**src/rtl/load_store_unit_if.sv**
```systemverilog
// Word-organised data memory bus between the load/store unit and the memory.
// The LSU owns address, data, lane enables and strobes; memory answers with ready/rdata.
interface load_store_unit_if;
  logic [31:0] mem_addr;
  logic [31:0] mem_wdata;
  logic [3:0]  mem_be;
  logic        mem_we;
  logic        mem_re;
  logic        mem_ready;
  logic [31:0] mem_rdata;

  modport master (
    output mem_addr, mem_wdata, mem_be, mem_we, mem_re,
    input  mem_ready, mem_rdata
  );

  modport slave (
    input  mem_addr, mem_wdata, mem_be, mem_we, mem_re,
    output mem_ready, mem_rdata
  );
endinterface

```
**src/rtl/load_store_unit.sv**
```systemverilog
// Load/store unit: turns one core load/store into a wait-stated memory transaction
// with byte-lane sizing, alignment faults and a bus timeout; stalls the core meanwhile.
module load_store_unit #(
  parameter logic [7:0] TIMEOUT = 8'd255
) (
  input  logic        clk,
  input  logic        reset,
  input  logic        req_valid,
  input  logic        memread,
  input  logic        memwrite,
  input  logic        memtoreg,
  input  logic [1:0]  size,
  input  logic        load_unsigned,
  input  logic [31:0] address,
  input  logic [31:0] writedata,
  output logic        stall,
  output logic [31:0] result,
  output logic        result_valid,
  output logic        misaligned,
  output logic        timeout_err,
  load_store_unit_if.master mem
);

  typedef enum logic {IDLE, ACCESS} state_t;

  state_t      state, state_next;
  logic        accept, fault, pass, done_ok, done_to;
  logic        aligned;
  logic [3:0]  be;
  logic [31:0] wdata_rep;
  logic [7:0]  timer;

  logic [31:0] lat_addr;
  logic [1:0]  lat_size;
  logic        lat_unsigned, lat_memtoreg, lat_load;

  logic [31:0] shifted;
  logic [7:0]  lane_b;
  logic [15:0] lane_h;
  logic [31:0] load_val;

  logic [31:0] mem_addr_q, mem_wdata_q;
  logic [3:0]  mem_be_q;
  logic        mem_we_q, mem_re_q;

  always_comb begin
    aligned   = 1'b1;
    be        = 4'b1111;
    wdata_rep = writedata;
    case (size)
      2'b00: begin
        be        = 4'b0001 << address[1:0];
        wdata_rep = {4{writedata[7:0]}};
      end
      2'b01: begin
        aligned   = ~address[0];
        be        = 4'b0011 << address[1:0];
        wdata_rep = {2{writedata[15:0]}};
      end
      default: aligned = (address[1:0] == 2'b00);
    endcase
  end

  // Load data uses the request attributes captured at acceptance, not the live inputs.
  always_comb begin
    shifted  = mem.mem_rdata >> {lat_addr[1:0], 3'b000};
    lane_b   = shifted[7:0];
    lane_h   = lat_addr[1] ? mem.mem_rdata[31:16] : mem.mem_rdata[15:0];
    load_val = mem.mem_rdata;
    case (lat_size)
      2'b00:   load_val = lat_unsigned ? {24'd0, lane_b} : {{24{lane_b[7]}}, lane_b};
      2'b01:   load_val = lat_unsigned ? {16'd0, lane_h} : {{16{lane_h[15]}}, lane_h};
      default: load_val = mem.mem_rdata;
    endcase
  end

  always_comb begin
    state_next = state;
    accept     = 1'b0;
    fault      = 1'b0;
    pass       = 1'b0;
    done_ok    = 1'b0;
    done_to    = 1'b0;
    case (state)
      IDLE: begin
        if (req_valid) begin
          if (memread | memwrite) begin
            if (!aligned) begin
              fault = 1'b1;
            end else begin
              accept     = 1'b1;
              state_next = ACCESS;
            end
          end else begin
            pass = 1'b1;
          end
        end
      end
      ACCESS: begin
        // A ready on the final allowed cycle wins over the timeout.
        if (mem.mem_ready) begin
          done_ok    = 1'b1;
          state_next = IDLE;
        end else if (timer == TIMEOUT - 8'd1) begin
          done_to    = 1'b1;
          state_next = IDLE;
        end
      end
      default: state_next = IDLE;
    endcase
  end

  always_ff @(posedge clk or posedge reset) begin
    if (reset) state <= IDLE;
    else       state <= state_next;
  end

  always_ff @(posedge clk or posedge reset) begin
    if (reset) begin
      timer        <= 8'd0;
      lat_addr     <= 32'd0;
      lat_size     <= 2'd0;
      lat_unsigned <= 1'b0;
      lat_memtoreg <= 1'b0;
      lat_load     <= 1'b0;
      mem_addr_q   <= 32'd0;
      mem_wdata_q  <= 32'd0;
      mem_be_q     <= 4'd0;
      mem_we_q     <= 1'b0;
      mem_re_q     <= 1'b0;
      result       <= 32'd0;
      result_valid <= 1'b0;
      misaligned   <= 1'b0;
      timeout_err  <= 1'b0;
    end else begin
      result_valid <= 1'b0;
      misaligned   <= 1'b0;
      timeout_err  <= 1'b0;

      if (fault) begin
        result_valid <= 1'b1;
        misaligned   <= 1'b1;
        result       <= 32'd0;
      end

      if (pass) begin
        result_valid <= 1'b1;
        result       <= address;
      end

      if (accept) begin
        timer        <= 8'd0;
        lat_addr     <= address;
        lat_size     <= size;
        lat_unsigned <= load_unsigned;
        lat_memtoreg <= memtoreg;
        lat_load     <= ~memwrite;
        mem_addr_q   <= {2'b00, address[31:2]};
        mem_be_q     <= be;
        mem_we_q     <= memwrite;
        mem_re_q     <= ~memwrite;
        if (memwrite) mem_wdata_q <= wdata_rep;
      end

      if (state == ACCESS) timer <= timer + 8'd1;

      if (done_ok) begin
        mem_we_q     <= 1'b0;
        mem_re_q     <= 1'b0;
        result_valid <= 1'b1;
        result       <= (lat_load && lat_memtoreg) ? load_val : lat_addr;
      end

      if (done_to) begin
        mem_we_q     <= 1'b0;
        mem_re_q     <= 1'b0;
        result_valid <= 1'b1;
        timeout_err  <= 1'b1;
        result       <= 32'd0;
      end
    end
  end

  assign stall = ~reset & ((state == ACCESS) | accept);

  assign mem.mem_addr  = mem_addr_q;
  assign mem.mem_wdata = mem_wdata_q;
  assign mem.mem_be    = mem_be_q;
  assign mem.mem_we    = mem_we_q;
  assign mem.mem_re    = mem_re_q;

endmodule

```
**src/flat_wrapper.sv**
```systemverilog
// flat-port wrapper written by rule: the top's interface ports become plain ports
module load_store_unit_flat 
#(
  parameter logic [7:0] TIMEOUT = 8'd255
)
  (clk, reset, req_valid, memread, memwrite, memtoreg, size, load_unsigned, address, writedata, stall, result, result_valid, misaligned, timeout_err, mem_mem_addr, mem_mem_wdata, mem_mem_be, mem_mem_we, mem_mem_re, mem_mem_ready, mem_mem_rdata);
  load_store_unit_if mem_i ();
  input  logic clk;
  input  logic reset;
  input  logic req_valid;
  input  logic memread;
  input  logic memwrite;
  input  logic memtoreg;
  input  logic [1:0] size;
  input  logic load_unsigned;
  input  logic [31:0] address;
  input  logic [31:0] writedata;
  output logic stall;
  output logic [31:0] result;
  output logic result_valid;
  output logic misaligned;
  output logic timeout_err;
  output wire logic [$bits(mem_i.mem_addr)-1:0] mem_mem_addr;
  output wire logic [$bits(mem_i.mem_wdata)-1:0] mem_mem_wdata;
  output wire logic [$bits(mem_i.mem_be)-1:0] mem_mem_be;
  output wire logic [$bits(mem_i.mem_we)-1:0] mem_mem_we;
  output wire logic [$bits(mem_i.mem_re)-1:0] mem_mem_re;
  input wire logic [$bits(mem_i.mem_ready)-1:0] mem_mem_ready;
  input wire logic [$bits(mem_i.mem_rdata)-1:0] mem_mem_rdata;
  assign mem_mem_addr = mem_i.mem_addr;
  assign mem_mem_wdata = mem_i.mem_wdata;
  assign mem_mem_be = mem_i.mem_be;
  assign mem_mem_we = mem_i.mem_we;
  assign mem_mem_re = mem_i.mem_re;
  assign mem_i.mem_ready = mem_mem_ready;
  assign mem_i.mem_rdata = mem_mem_rdata;
  load_store_unit #(.TIMEOUT(TIMEOUT)) u_core (.clk(clk), .reset(reset), .req_valid(req_valid), .memread(memread), .memwrite(memwrite), .memtoreg(memtoreg), .size(size), .load_unsigned(load_unsigned), .address(address), .writedata(writedata), .stall(stall), .result(result), .result_valid(result_valid), .misaligned(misaligned), .timeout_err(timeout_err), .mem(mem_i));
endmodule
```
**config.mk**
```make
export PLATFORM = sky130hd
export DESIGN_NAME = load_store_unit_flat
export DESIGN_NICKNAME = d
export VERILOG_FILES = /design/src/rtl/load_store_unit_if.sv /design/src/rtl/load_store_unit.sv /design/src/flat_wrapper.sv
export SDC_FILE = /design/constraint.sdc
export NUM_CORES = 1
export LEC_CHECK = 0
export CAP_MARGIN = 20
export CORE_MARGIN = 2
export CORE_UTILIZATION = 46
export CTS_CLUSTER_DIAMETER = 40
export DETAILED_ROUTE_END_ITERATION = 7
export GPL_TIMING_DRIVEN = 0
export PLACE_DENSITY = 0.84
export SYNTH_ARGS = -nofsm -noshare
export SYNTH_HDL_FRONTEND = slang
export SYNTH_SLANG_ARGS = --single-unit
```
**constraint.sdc**
```tcl
create_clock -name clk -period 5.2 [get_ports clk]
set_input_delay 1.04 -clock clk [delete_from_list [all_inputs] [get_ports clk]]
set_output_delay 1.04 -clock clk [all_outputs]
set_load 0.05 [all_outputs]
```
==> results.py <==
metrics = {
    "floorplan": {
        "die-area_um2": 14500,
        "number_of_top_level_pins": 212,
        "die_height_um": 120,
        "floorplan.core_area_um2": 13200,
        "die_w_um": 120,
        "num_rows": 42,
        "initial_utilization_pct": 47.0,
    },
    "worst_setup_path": {
        "critical_path_buf_inv_count": 2,
        "timing.critical_path.to_type": "output pin",
        "critical_path.most_common_cell": "sky130_fd_sc_hd__clkdlybuf4s50_1",
        "crit_start_category": "input port",
        "crit_path_max_fanout": 8,
        "worst_ep_required_ns": 4.16,
        "timing.critical_path.slowest_cell_delay_ns": 0.82,
        "critical_path.cell_chain": "clkdlybuf4s50_1 -> o21ai_2 -> and2_1 -> a31oi_1 -> nor2_1 -> clkdlybuf4s50_1",
        "cpMaxStageDelayCell": "sky130_fd_sc_hd__clkdlybuf4s50_1",
        "path_class": "input port to output pin",
        "worstRegToRegCells": 7,
        "critical_path_cell_count": 6,
        "timing.critical_path.max_delay_family": "buffers and inverters",
        "critPathArrivalTime_ns": 3.34,
    },
    "drt": {
        "finalWirelength_um": 20500,
        "average_wire_per_standard_cell_um": 20.2,
        "initial_drc_count": 597,
        "routed-via-count": 5931,
        "drtAntennaViolNets": 0,
        "via_to_cell_ratio": 5.84,
        "drc": 0,
        "drt_pass1_iterations": 5,
    },
    "final_layout": {
        "final-seq-area_um2": 2980,
        "drive_above_1_share_pct": 16.4,
        "finalInstanceArea_um2": 9080,
        "final.fill_count": 1006,
        "layout_common_cells": "207 x sky130_fd_sc_hd__clkdlybuf4s50_1, 119 x sky130_fd_sc_hd__dfrtp_1, 45 x sky130_fd_sc_hd__mux2_2",
        "insertedDiodeCount": 0,
        "synth_to_layout_area_growth_pct": 45.9,
        "final_nets": 937,
        "final_common_cell": "sky130_fd_sc_hd__clkdlybuf4s50_1",
        "multiInputGateArea_um2": 2650,
    },
    "power_and_ir_drop": {
        "power.combinational.fraction_pct": 46.0,
        "irDropWorstVdd_v": 0.000307,
        "pwr-share-clk_pct": 23.8,
        "power.net_switching_mw": 1.84,
        "sw_frac_of_total_pct": 41.5,
        "internal_power_mw": 2.59,
        "power.static_leakage_nw": 3.88,
        "pwr-share-seq_pct": 30.3,
        "power_density_nw_per_um2": 488,
    },
    "yosys": {
        "synth_compound_area_share_pct": 20.3,
        "proportion_of_synthesized_flip_flops_having_asynchronous_set_or_reset_pct": 100,
        "synthesized_netlist_cell_count": 601,
        "post_synth_and_or_nand_nor_area_fraction_pct": 8.24,
        "synth_top_family_by_area": "compound AO/OA/AOI/OAI gates",
        "post_synth_fa_ha_maj_area_fraction_pct": 0.402,
        "synth-seq-area-share_pct": 47.9,
        "proportion_of_synthesized_area_in_mux_cells_pct": 13.2,
        "synth-xor-area-share_pct": 0.282,
        "synth_cell_types": 55,
        "synth-warning-count": 0,
        "synth_area_per_cell_um2": 10.4,
        "yosys_register_bits": 119,
        "number_of_synthesized_flops_with_an_enable_pin": 0,
        "synth_area_um2": 6220,
        "yosys_most_used_dff": "sky130_fd_sc_hd__dfrtp_1",
    },
    "placement": {
        "place_hpwl_um": 15100,
        "gp_routability_congestion": 0.943,
        "dpl-instance-area_um2": 8550,
        "numPortBuffers": 207,
    },
    "grt": {
        "groute.usage.overall_pct": 28.6,
        "grt_antenna_before_repair": 0,
        "grt_start_max_net_pins": 61,
        "grt_first_pass_wirelength_um": 31600,
        "globalRoute.totalOverflow": 0,
        "grt_pass1_vias": 5812,
    },
    "clock_tree": {
        "postCtsSetupRepairBufs": 0,
        "path_clk_slew_ns": 0.05,
        "cts.root.buffer_cell": "sky130_fd_sc_hd__clkbuf_16",
        "number_of_gates_given_a_new_drive_strength_after_cts": 0,
        "cts_num_sinks": 119,
        "htree_num_levels": 4,
        "cts_tree": "built",
        "total_cts_buffers": 17,
        "cts_hold_buf": 0,
        "clock_latency_on_the_worst_skew_pair_ns": 0.42,
        "cts-root-to-sink-buffers": 2,
    },
    "timing": {
        "fin_crit_sh_pct": 84.3,
        "worst_slew_pin_slew_ns": 0.826,
        "skew_ns": 0.00856,
        "worst_slew_margin_rel_pct": 44.9,
        "fin_hold_ws_ns": 0.479,
        "summed_negative_setup_slack_over_all_endpoints_ns": 0,
        "period_needed_ns": 4.38,
        "timing.final.setup_violations": 0,
        "rsz0062_at_grt": "false",
        "clock.fmax_mhz": 228,
        "timing.final.max_slew_violations": 0,
        "hold_violations": 0,
    },
    "hold_path": {
        "hold_path_class": "flop to flop",
        "worstHoldPathCells": 2,
    },
    "run_status": {
        "outcome": "finished, final reports clean",
    },
    "job": {
        "cap_viol_max_count": 0,
    },
}
==> power groups by stage <==
| stage | clock network [mW] | registers, mW | logic (mW) |
|---|---|---|---|
| floorplan | 0 | 1.85 | 0.813 |
| global placement | 0 | 1.33 | 2.00 |
| detailed placement | 0 | 1.34 | 2.02 |
| CTS | 1.06 | 1.34 | 2.03 |
| global route | 1.10 | 1.37 | 2.14 |
| finish | 1.05 | 1.34 | 2.03 |
==> layout make-up <==
cell class                      instances  area share [%]
Clock buffer                           25            5.57
Clock inverter                          4           0.221
Buffer                                 72            4.71
Multi-Input combinational cell        365            29.2
Timing Repair Buffer                  208            23.1
Tap cell                              176            2.43
Sequential cell                       119            32.8
Inverter                               46            1.96
==> through the flow <==
step | total power, mW | worst slack [ns] | instances | util [%]
floorplan | 2.66 | 1.00 | 602 | -
global placement | 3.33 | -0.652 | 985 | 64.3
detailed placement | 3.37 | 0.855 | 986 | 64.6
CTS | 4.43 | 0.826 | 1015 | 68.5
global route | 4.61 | 0.664 | 1015 | 68.5
finish | 4.43 | 0.819 | 1015 | 68.5
==> cell usage after synthesis (all sizes together), types with 15 or more instances <==
library cell / number / area, µm²
a21oi: 29 / 145
a222oi: 16 / 160
a22oi: 15 / 113
buf: 52 / 352
clkbuf: 20 / 76.3
dfrtp: 119 / 2980
inv: 45 / 169
mux2: 45 / 507
mux2i: 29 / 290
nand2: 40 / 150
nor2: 27 / 106
o211ai: 24 / 180
o21ai: 40 / 204
o221ai: 15 / 138
o22ai: 18 / 113
==> cell families after synthesis <==
logic type / Yosys count
flops: 119
fa+ha+maj: 2
buf+inv: 118
xor+xnor: 2
compound gates: 180
other cells: 1
simple gates: 104
mux: 75
==> worst min-delay path, stage by stage (launching register included) <==
cell	delay, ns
sky130_fd_sc_hd__dfrtp_1	0.34
sky130_fd_sc_hd__nand2_1	0.04
sky130_fd_sc_hd__o21ai_0	0.06
==> sequential cells by signal, indices dropped and copies added (netlist names), 2 cells and up <==
| register | flops |
|---|---|
| u_core.lat_addr | 31 |
| u_core.mem.mem_be | 4 |
| u_core.mem.mem_wdata | 32 |
| u_core.result | 32 |
| u_core.lat_size | 2 |
| u_core.timer | 8 |
==> metal layers <==
metal	GRT usage [%]	vias to the layer above	wire length (µm)
met5	0	-	0
met4	10.8	0	566
met3	8.63	45	2020
met2	47.1	336	9770
met1	35.5	2910	8190
li1	-	2640	-
==> final timing paths <==
kind                                               from                       end  slack (ns)
worst min-delay path            u_core.mem.mem_wdata[9]   u_core.mem.mem_wdata[9]        0.48
worst min register to register  u_core.mem.mem_wdata[9]   u_core.mem.mem_wdata[9]        0.48
worst max-delay path                         address[1]                     stall        0.82
worst max register to register          u_core.timer[0]          u_core.result[1]        3.11
max in group asynchronous                         reset         u_core.result[29]        3.42
min in group asynchronous                         reset  u_core.mem.mem_wdata[15]        1.09
Note: power is estimated with default switching activity, not from simulation.
